[config.mk]
export PLATFORM = sky130hd
export DESIGN_NAME = mem_port_arbiter
export DESIGN_NICKNAME = d
export VERILOG_FILES = /design/src/rtl/mem_arb_pkg.sv /design/src/rtl/mem_clear_seq.sv /design/src/rtl/mem_port_arbiter.sv
export SDC_FILE = /design/constraint.sdc
export NUM_CORES = 1
export LEC_CHECK = 0
export CAP_MARGIN = 20
export CORE_ASPECT_RATIO = 0.5
export CORE_UTILIZATION = 30
export DETAILED_ROUTE_END_ITERATION = 16
export PLACE_DENSITY = 0.8
export REMOVE_ABC_BUFFERS = 1
export SYNTH_ARGS = -nofsm -noshare
export SYNTH_HDL_FRONTEND = slang
export SYNTH_SLANG_ARGS = --single-unit
[constraint.sdc]
create_clock -name main_clk -period 1.57 [get_ports main_clk]
set_clock_uncertainty 0.15 [all_clocks]
set_input_delay 0.314 -clock main_clk [delete_from_list [all_inputs] [get_ports main_clk]]
set_output_delay 0.314 -clock main_clk [all_outputs]
set_load 0.005 [all_outputs]
[src/rtl/mem_arb_pkg.sv]
// Shared types and defaults for the memory-port arbiter slice.
package mem_arb_pkg;

    localparam int DEF_ADDR_W = 12;
    localparam int DEF_DATA_W = 32;

    typedef enum logic {
        ST_ARB   = 1'b0,
        ST_CLEAR = 1'b1
    } state_e;

    typedef enum logic {
        REQ_HOST = 1'b0,
        REQ_CPU  = 1'b1
    } req_e;

    // Round-robin pick: with both eligible the one not granted last wins.
    function automatic req_e rr_pick(input logic host_elig,
                                     input logic cpu_elig,
                                     input req_e last);
        req_e pick;
        if (host_elig && cpu_elig) begin
            if (last == REQ_HOST) begin
                pick = REQ_CPU;
            end else begin
                pick = REQ_HOST;
            end
        end else if (cpu_elig) begin
            pick = REQ_CPU;
        end else begin
            pick = REQ_HOST;
        end
        return pick;
    endfunction

endpackage

[src/rtl/mem_clear_seq.sv]
// Memory-clear sweep sequencer: walks every address once after a start pulse.
// busy is registered one cycle behind the counter so that it lines up with
// the registered memory write the top issues for each counter value.
module mem_clear_seq
    import mem_arb_pkg::*;
#(
    parameter int ADDR_W = DEF_ADDR_W
) (
    input  logic              main_clk,
    input  logic              reset,
    input  logic              start,
    output logic              busy,
    output logic [ADDR_W-1:0] addr,
    output logic              done
);

    localparam logic [ADDR_W-1:0] ONE = {{(ADDR_W-1){1'b0}}, 1'b1};

    logic              active_q, active_d;
    logic              busy_q, busy_d;
    logic [ADDR_W-1:0] cnt_q, cnt_d;

    // Next-state for the sweep counter and its active flag.
    always_comb begin
        active_d = active_q;
        cnt_d    = cnt_q;
        busy_d   = active_q;
        if (start) begin
            active_d = 1'b1;
            cnt_d    = '0;
        end else if (active_q) begin
            cnt_d = cnt_q + ONE;
            if (cnt_q == '1) begin
                active_d = 1'b0;
            end
        end
    end

    // Sweep state registers; reset abandons any sweep in flight.
    always_ff @(posedge main_clk) begin
        if (reset) begin
            active_q <= 1'b0;
            busy_q   <= 1'b0;
            cnt_q    <= '0;
        end else begin
            active_q <= active_d;
            busy_q   <= busy_d;
            cnt_q    <= cnt_d;
        end
    end

    assign busy = busy_q;
    assign addr = cnt_q;
    assign done = active_q && (cnt_q == '1);

endmodule

[src/rtl/mem_port_arbiter.sv]
// Shares the single-port program/data memory between the host load/debug
// port and the CPU, with registered grants and a two-entry read-tag pipe.
// Optional feature: define MEM_ARB_CLEAR_EN to build the hardware
// memory-clear sweep (CLEAR state, clear counter, busy). Without it clr_mem
// is ignored and busy is tied low.
module mem_port_arbiter
    import mem_arb_pkg::*;
#(
    parameter int ADDR_W = DEF_ADDR_W,
    parameter int DATA_W = DEF_DATA_W
) (
    input  logic              main_clk,
    input  logic              reset,
    input  logic              cpu_en,
    input  logic              clr_mem,
    input  logic              host_req,
    input  logic              host_we,
    input  logic [ADDR_W-1:0] host_addr,
    input  logic [DATA_W-1:0] host_wdata,
    output logic              host_ack,
    output logic              host_rvalid,
    output logic [DATA_W-1:0] host_rdata,
    input  logic              cpu_req,
    input  logic              cpu_we,
    input  logic [ADDR_W-1:0] cpu_addr,
    input  logic [DATA_W-1:0] cpu_wdata,
    output logic              cpu_ack,
    output logic              cpu_rvalid,
    output logic [DATA_W-1:0] cpu_rdata,
    output logic              mem_en,
    output logic              mem_we,
    output logic [ADDR_W-1:0] mem_addr,
    output logic [DATA_W-1:0] mem_wdata,
    input  logic [DATA_W-1:0] mem_rdata,
    output logic              busy
);

    state_e            state_q, state_d;
    req_e              last_grant_q, last_grant_d;
    req_e              winner;
    logic              host_elig, cpu_elig;

    logic              mem_en_q, mem_en_d;
    logic              mem_we_q, mem_we_d;
    logic [ADDR_W-1:0] mem_addr_q, mem_addr_d;
    logic [DATA_W-1:0] mem_wdata_q, mem_wdata_d;
    logic              host_ack_q, host_ack_d;
    logic              cpu_ack_q, cpu_ack_d;

    // Read-tag pipe: stage 1 marks a read on the memory port, stage 2 is the
    // cycle its data comes back from the synchronous memory.
    logic              rd_vld_q, rd_vld_d;
    req_e              rd_tag_q, rd_tag_d;
    logic              host_rvalid_q, host_rvalid_d;
    logic              cpu_rvalid_q, cpu_rvalid_d;

    logic              clr_req;
    logic [ADDR_W-1:0] clr_addr;
    logic              clr_done;

`ifdef MEM_ARB_CLEAR_EN
    logic clr_start;
    logic clr_busy;

    assign clr_req   = clr_mem;
    assign clr_start = (state_q == ST_ARB) && clr_mem;

    mem_clear_seq #(
        .ADDR_W (ADDR_W)
    ) u_clear_seq (
        .main_clk (main_clk),
        .reset    (reset),
        .start    (clr_start),
        .busy     (clr_busy),
        .addr     (clr_addr),
        .done     (clr_done)
    );

    assign busy = clr_busy;
`else
    logic unused_clr_mem;

    assign unused_clr_mem = clr_mem;
    assign clr_req        = 1'b0;
    assign clr_addr       = '0;
    assign clr_done       = 1'b0;
    assign busy           = 1'b0;
`endif

    assign host_elig = host_req;
    assign cpu_elig  = cpu_req & cpu_en;

    // Arbitration / clear sequencing and next values of the output registers.
    always_comb begin
        state_d      = state_q;
        last_grant_d = last_grant_q;
        mem_en_d     = 1'b0;
        mem_we_d     = mem_we_q;
        mem_addr_d   = mem_addr_q;
        mem_wdata_d  = mem_wdata_q;
        host_ack_d   = 1'b0;
        cpu_ack_d    = 1'b0;
        rd_vld_d     = 1'b0;
        rd_tag_d     = rd_tag_q;
        winner       = rr_pick(host_elig, cpu_elig, last_grant_q);

        case (state_q)
            ST_ARB: begin
                if (clr_req) begin
                    // Clear outranks every request; nothing is granted now.
                    state_d = ST_CLEAR;
                end else if (host_elig || cpu_elig) begin
                    mem_en_d     = 1'b1;
                    last_grant_d = winner;
                    rd_tag_d     = winner;
                    if (winner == REQ_CPU) begin
                        mem_we_d    = cpu_we;
                        mem_addr_d  = cpu_addr;
                        mem_wdata_d = cpu_wdata;
                        cpu_ack_d   = 1'b1;
                        rd_vld_d    = ~cpu_we;
                    end else begin
                        mem_we_d    = host_we;
                        mem_addr_d  = host_addr;
                        mem_wdata_d = host_wdata;
                        host_ack_d  = 1'b1;
                        rd_vld_d    = ~host_we;
                    end
                end
            end
            ST_CLEAR: begin
                mem_en_d    = 1'b1;
                mem_we_d    = 1'b1;
                mem_addr_d  = clr_addr;
                mem_wdata_d = '0;
                if (clr_done) begin
                    state_d = ST_ARB;
                end
            end
            default: begin
                state_d = ST_ARB;
            end
        endcase

        host_rvalid_d = rd_vld_q && (rd_tag_q == REQ_HOST);
        cpu_rvalid_d  = rd_vld_q && (rd_tag_q == REQ_CPU);
    end

    // State, grant history, memory-port outputs and the read-tag pipe.
    always_ff @(posedge main_clk) begin
        if (reset) begin
            state_q       <= ST_ARB;
            last_grant_q  <= REQ_HOST;
            mem_en_q      <= 1'b0;
            mem_we_q      <= 1'b0;
            mem_addr_q    <= '0;
            mem_wdata_q   <= '0;
            host_ack_q    <= 1'b0;
            cpu_ack_q     <= 1'b0;
            rd_vld_q      <= 1'b0;
            rd_tag_q      <= REQ_HOST;
            host_rvalid_q <= 1'b0;
            cpu_rvalid_q  <= 1'b0;
        end else begin
            state_q       <= state_d;
            last_grant_q  <= last_grant_d;
            mem_en_q      <= mem_en_d;
            mem_we_q      <= mem_we_d;
            mem_addr_q    <= mem_addr_d;
            mem_wdata_q   <= mem_wdata_d;
            host_ack_q    <= host_ack_d;
            cpu_ack_q     <= cpu_ack_d;
            rd_vld_q      <= rd_vld_d;
            rd_tag_q      <= rd_tag_d;
            host_rvalid_q <= host_rvalid_d;
            cpu_rvalid_q  <= cpu_rvalid_d;
        end
    end

    assign mem_en      = mem_en_q;
    assign mem_we      = mem_we_q;
    assign mem_addr    = mem_addr_q;
    assign mem_wdata   = mem_wdata_q;
    assign host_ack    = host_ack_q;
    assign cpu_ack     = cpu_ack_q;
    assign host_rvalid = host_rvalid_q;
    assign cpu_rvalid  = cpu_rvalid_q;

    // Read data comes straight from the memory, qualified by the returning tag.
    assign host_rdata  = host_rvalid_q ? mem_rdata : '0;
    assign cpu_rdata   = cpu_rvalid_q  ? mem_rdata : '0;

endmodule

Word level (Yosys, flattened, before mapping):

Cells that the tools add are included.

* logic and storage cells: 44
* memories kept: 0
* register bits after elaboration: 53
* ROM bits: 0
* bits in writable memories: 0
* input port bits: 128
* latch bits: 0
* output and inout bits: 115

* reductions and logical operators: 6
* shift operators: 0
* magnitude comparators: 0
* bitwise logic cells: 6
* mux-type cells: 20
* equality and inequality tests: 1
* divide/modulo/power cells: 0
* multiply operators: 0
* $add $sub $neg: 0

Operators with widths (count)
* $mux W32: 4
* $pmux W32 S2: 1
* $mux W12: 2
* $pmux W12 S2: 1
* $mux W1: 9
* $pmux W1 S2: 3
* $not A1 Y1: 5
* $logic_and A1 B1 Y1: 3
* $reduce_or A3 Y1: 1
* $ne A2 B2 Y1 const B: 1
* $reduce_and A2 Y1: 1
* $and A1 B1 Y1: 1
* $logic_or A1 B1 Y1: 1

Depth between registers and ports, before layout:

* depth after elaboration: 6
* depth in mapped cells: 6
* depth with buffers taken out: 4

Worst setup path after synthesis:

Ideal clock, no wire load.

* kind: input -> register
* from: input cpu_req
* to: register mem_wdata_q[14] (netlist: mem_wdata[14])
* arrival time: 1.014 ns
* library setup time: 0.119 ns
* data required time: 1.301 ns
* buffers on the path: 2
* cell stages on the path: 5
* path slack: 0.287 ns
* cell sequence: a21o_2 > nand2b_1 > buf_4 > buf_2 > o21ai_1

* longest elaborated chain between the ends: 6
* elaborated cells between the ends (all ways): 9
* classes of those cells: eq/ne: 1; mux: 5; bitwise: 1; reduce/logical: 2

Ends and longest elaborated chain
* start, declared: RTL line mem_port_arbiter.sv:23 `input logic cpu_req,`
* $and A1 B1 Y1 *: RTL line mem_port_arbiter.sv:91 `assign cpu_elig = cpu_req & cpu_en;`
* $mux W1 / $logic_and A1 B1 Y1 (equally long branches): RTL line mem_arb_pkg.sv:28, mem_arb_pkg.sv:22
* $mux W1: RTL line mem_arb_pkg.sv:22 `if (host_elig && cpu_elig) begin`
* $mux W32: RTL line mem_port_arbiter.sv:116 `if (winner == REQ_CPU) begin`
* $mux W32: RTL line mem_port_arbiter.sv:112 `end else if (host_elig || cpu_elig) begin`
* $pmux W32 S2: RTL line mem_port_arbiter.sv:107 `case (state_q)`
* end signal, assigned: RTL line mem_port_arbiter.sv:170 `mem_wdata_q <= mem_wdata_d;`
* end, declared: RTL line mem_port_arbiter.sv:46 `logic [DATA_W-1:0] mem_wdata_q, mem_wdata_d;`

Mark *: on every way between the ends. The rest lies on a longest branch, timed or not. The select of a mux whose other input is x is not followed.
A chain may end at the register's enable or synchronous reset.

Worst setup path after layout:

* from: register host_rvalid_q (netlist: host_rvalid)
* to: output host_rdata[19]

* longest elaborated chain between the ends: 1

Ends and longest elaborated chain
* start, declared: RTL line mem_port_arbiter.sv:54 `logic host_rvalid_q, host_rvalid_d;`
* start signal, assigned: RTL line mem_port_arbiter.sv:175 `host_rvalid_q <= host_rvalid_d;`
* $mux W32: RTL line mem_port_arbiter.sv:190 `assign host_rdata = host_rvalid_q ? mem_rdata : '0;`
* end, declared: RTL line mem_port_arbiter.sv:22 `output logic [DATA_W-1:0] host_rdata,`

Every way passes these cells.

==> results.cfg <==
[place]
placed_area_um2 = 5140
dp_hpwl_mm = 6.92
io_buffers = 240
dpl_worst_slack_ns = -0.347
place.gp.congestion = 0.743

[synthesis]
postSynth.asyncResetShare = 0
synth_top_area_frac = 0.409
synth_area_leaders = dfxtp_1 41%, mux2i_1 18%, and2_1 16%
syn_area_um2 = 2550
synth_seq_cells = 52
syn_avg_cell_area_um2 = 8.90
synth_edf_count = 0
synth_cell_type_count = 22
synth_most_common_cell = and2_1
ys_seq_area_frac = 0.409
yosys-top-cells-count = 65 x and2_1, 52 x dfxtp_1, 45 x mux2i_1, 45 x nand2_1, 44 x o21ai_1
syn_inst = 286
yosys_warnings = 0
synth_top_area_cell = dfxtp_1
synth_ff_type = dfxtp_1

[sta]
hold_violations = 0
setup_viol = 64
rsz0062_at_grt = yes
period_needed_ns = 1.65
hold_ws_ns = 0.293
setup_slack_ns = -0.0771
period_share = 1.05
drv_slew = 0
max_freq_ghz = 0.607

[global_route]
grt_pass1_vias = 2752
grt_max_degree = 24
gr-total-overflow = 0
antenna_found_initial = 0
grt_use_total = 0.202
grt_pass1_wl_mm = 14.0

[cts]
root_buffer = clkbuf_16
clkSlewWorstSetupHoldPaths_ns = 0.07
htreeDepth = 2
clkLatencyLatePin_ns = 0.28
numCtsBuffers = 5
hold_buffers = 0
cts_buffer_depth = 2
cts_tree = built
cts.sinks = 52

[final_layout]
antennaDiodeCount = 0
design_area_um2 = 5770
seq_area_um2 = 1050
syn_to_final_growth_pct = 127
drive_gt1_frac = 0.303
nets = 669
multi_input_area_um2 = 1490
nFillCells = 622

[run]
drv_cap = 0

[critical_path]
startpoint_type = register
max_stage_delay_ns = 0.35
end_kind = output pin
arrival_ns = 1.18
critPathRequiredTime_ns = 1.11
rr_worst_depth = 5
timing.critical_path.depth = 3
crit_type = register to output pin
crit_buf_inv = 2
crit_chain = bufbuf_16 > and2_1 > buf_2
slowest_stage = dfxtp_4
cp_max_fo = 8
crit_family = buffers and inverters

[outcome]
outcome = finished, violations left
violations = negative setup slack

[drt]
finalWirelength_mm = 9.99
first_pass_iters = 4
drt_iter0_drc = 82
drtAntennaViolNets = 0
route.detailed.drc = 0
drt-vias-per-instance = 4.46
wl_per_cell_um = 15.3
vias = 2915

[floorplan]
start_util = 0.314
ios = 243
die_h_um = 67.1
die_w_um = 132
coreArea_um2 = 8120
num_rows = 23
die_area_um2 = 8880

[power_and_ir_drop]
ir_drop_v = 0.000443
power_density_nw_per_um2 = 625
leakagePower_nw = 2.84

[worst_hold_path]
hold_path_depth = 2
hp-class = register to register
-- worst paths after layout --
| kind | startpoint | end | slack (ns) |
|---|---|---|---|
| min reg2reg | mem_wdata[20]$_SDFFE_PP0P_ | mem_wdata[20]$_SDFFE_PP0P_ | 0.29 |
| min | mem_wdata[20]$_SDFFE_PP0P_ | mem_wdata[20]$_SDFFE_PP0P_ | 0.29 |
| max | host_rvalid$_SDFF_PP0_ | host_rdata[19] | -0.08 |
| max reg2reg | rd_tag_q$_SDFFE_PP0P_ | mem_wdata[28]$_SDFFE_PP0P_ | 0.13 |
-- flip-flops by register name (all words and copies together) (netlist names) --
| register | flops |
|---|---|
| rd_tag_q | 1 |
| mem_en | 1 |
| cpu_rvalid | 1 |
| mem_addr | 12 |
| mem_we | 1 |
| cpu_ack | 1 |
| host_ack | 1 |
| mem_wdata | 32 |
| rd_vld_q | 1 |
| host_rvalid | 1 |
-- what timing repair did --
item | CTS | global route
cloned | 8 | 4
buffers inserted | 2 | 1
endpoints found under the setup margin | 113 | 75
gates resized for setup | 392 | 28
pin swaps | 21 | 1
-- worst min-delay path, stage by stage, from the launching register on --
cell and delay (ns):
dfxtp_1 0.31, nand2_1 0.05, o21ai_1 0.05
-- cell type report --
| cell class | instances | area share |
|---|---|---|
| clock buffer | 5 | 0.0217 |
| inverter | 1 | 0.000650 |
| tap | 112 | 0.0243 |
| sequential | 52 | 0.182 |
| timing repair buffer | 269 | 0.506 |
| clock inverter | 3 | 0.00737 |
| multi-input combinational | 212 | 0.258 |
-- cell families after synthesis --
| kind of cell | after synthesis | synth area share |
|---|---|---|
| AO/OA/AOI/OAI | 47 | 0.0968 |
| buffers and inverters | 22 | 0.0644 |
| flip-flops | 52 | 0.409 |
| multiplexers | 45 | 0.177 |
| other | 1 | 0.00147 |
| AND/OR/NAND/NOR | 119 | 0.252 |
-- where the power goes --
group / internal, mW / leakage, nW / switching, mW
registers: 1.42 / 0.432 / 0.0428
clock network: 0.749 / 0.0798 / 0.470
logic: 0.614 / 2.32 / 0.317
-- per-layer routing --
metal | vias to the layer above | routed length [um] | GRT usage
met3 | 8 | 443 | 0.0390
li1 | 1458 | - | -
met1 | 1363 | 3990 | 0.216
met4 | 0 | 105 | 0.0503
met5 | - | 0 | 0
met2 | 86 | 5440 | 0.418
-- stage by stage --
stage / TNS, ns / cells / util / total power, mW
after CTS: -3.17 / 649 / 0.683 / 3.59
after global routing: -4.61 / 654 / 0.711 / 3.76
final: -2.75 / 654 / 0.711 / 3.61
after global placement: -30.12 / 631 / 0.633 / 2.37
after detailed placement: -30.97 / 631 / 0.633 / 2.39
after floorplan: -23.91 / 265 / - / 1.72
-- cells in the final DEF (no fill, tap or decap), types with 9 or more instances in the layout --
cell and n:
clkbuf_16 9, buf_6 50, buf_2 16, mux2i_1 45, and2_4 50, o21ai_1 43
and2_1 15, dlygate4sd2_1 48, dfxtp_1 48, buf_12 10, nand2_1 45, clkdlybuf4s50_1 122
(Power assumes the default switching activity.)
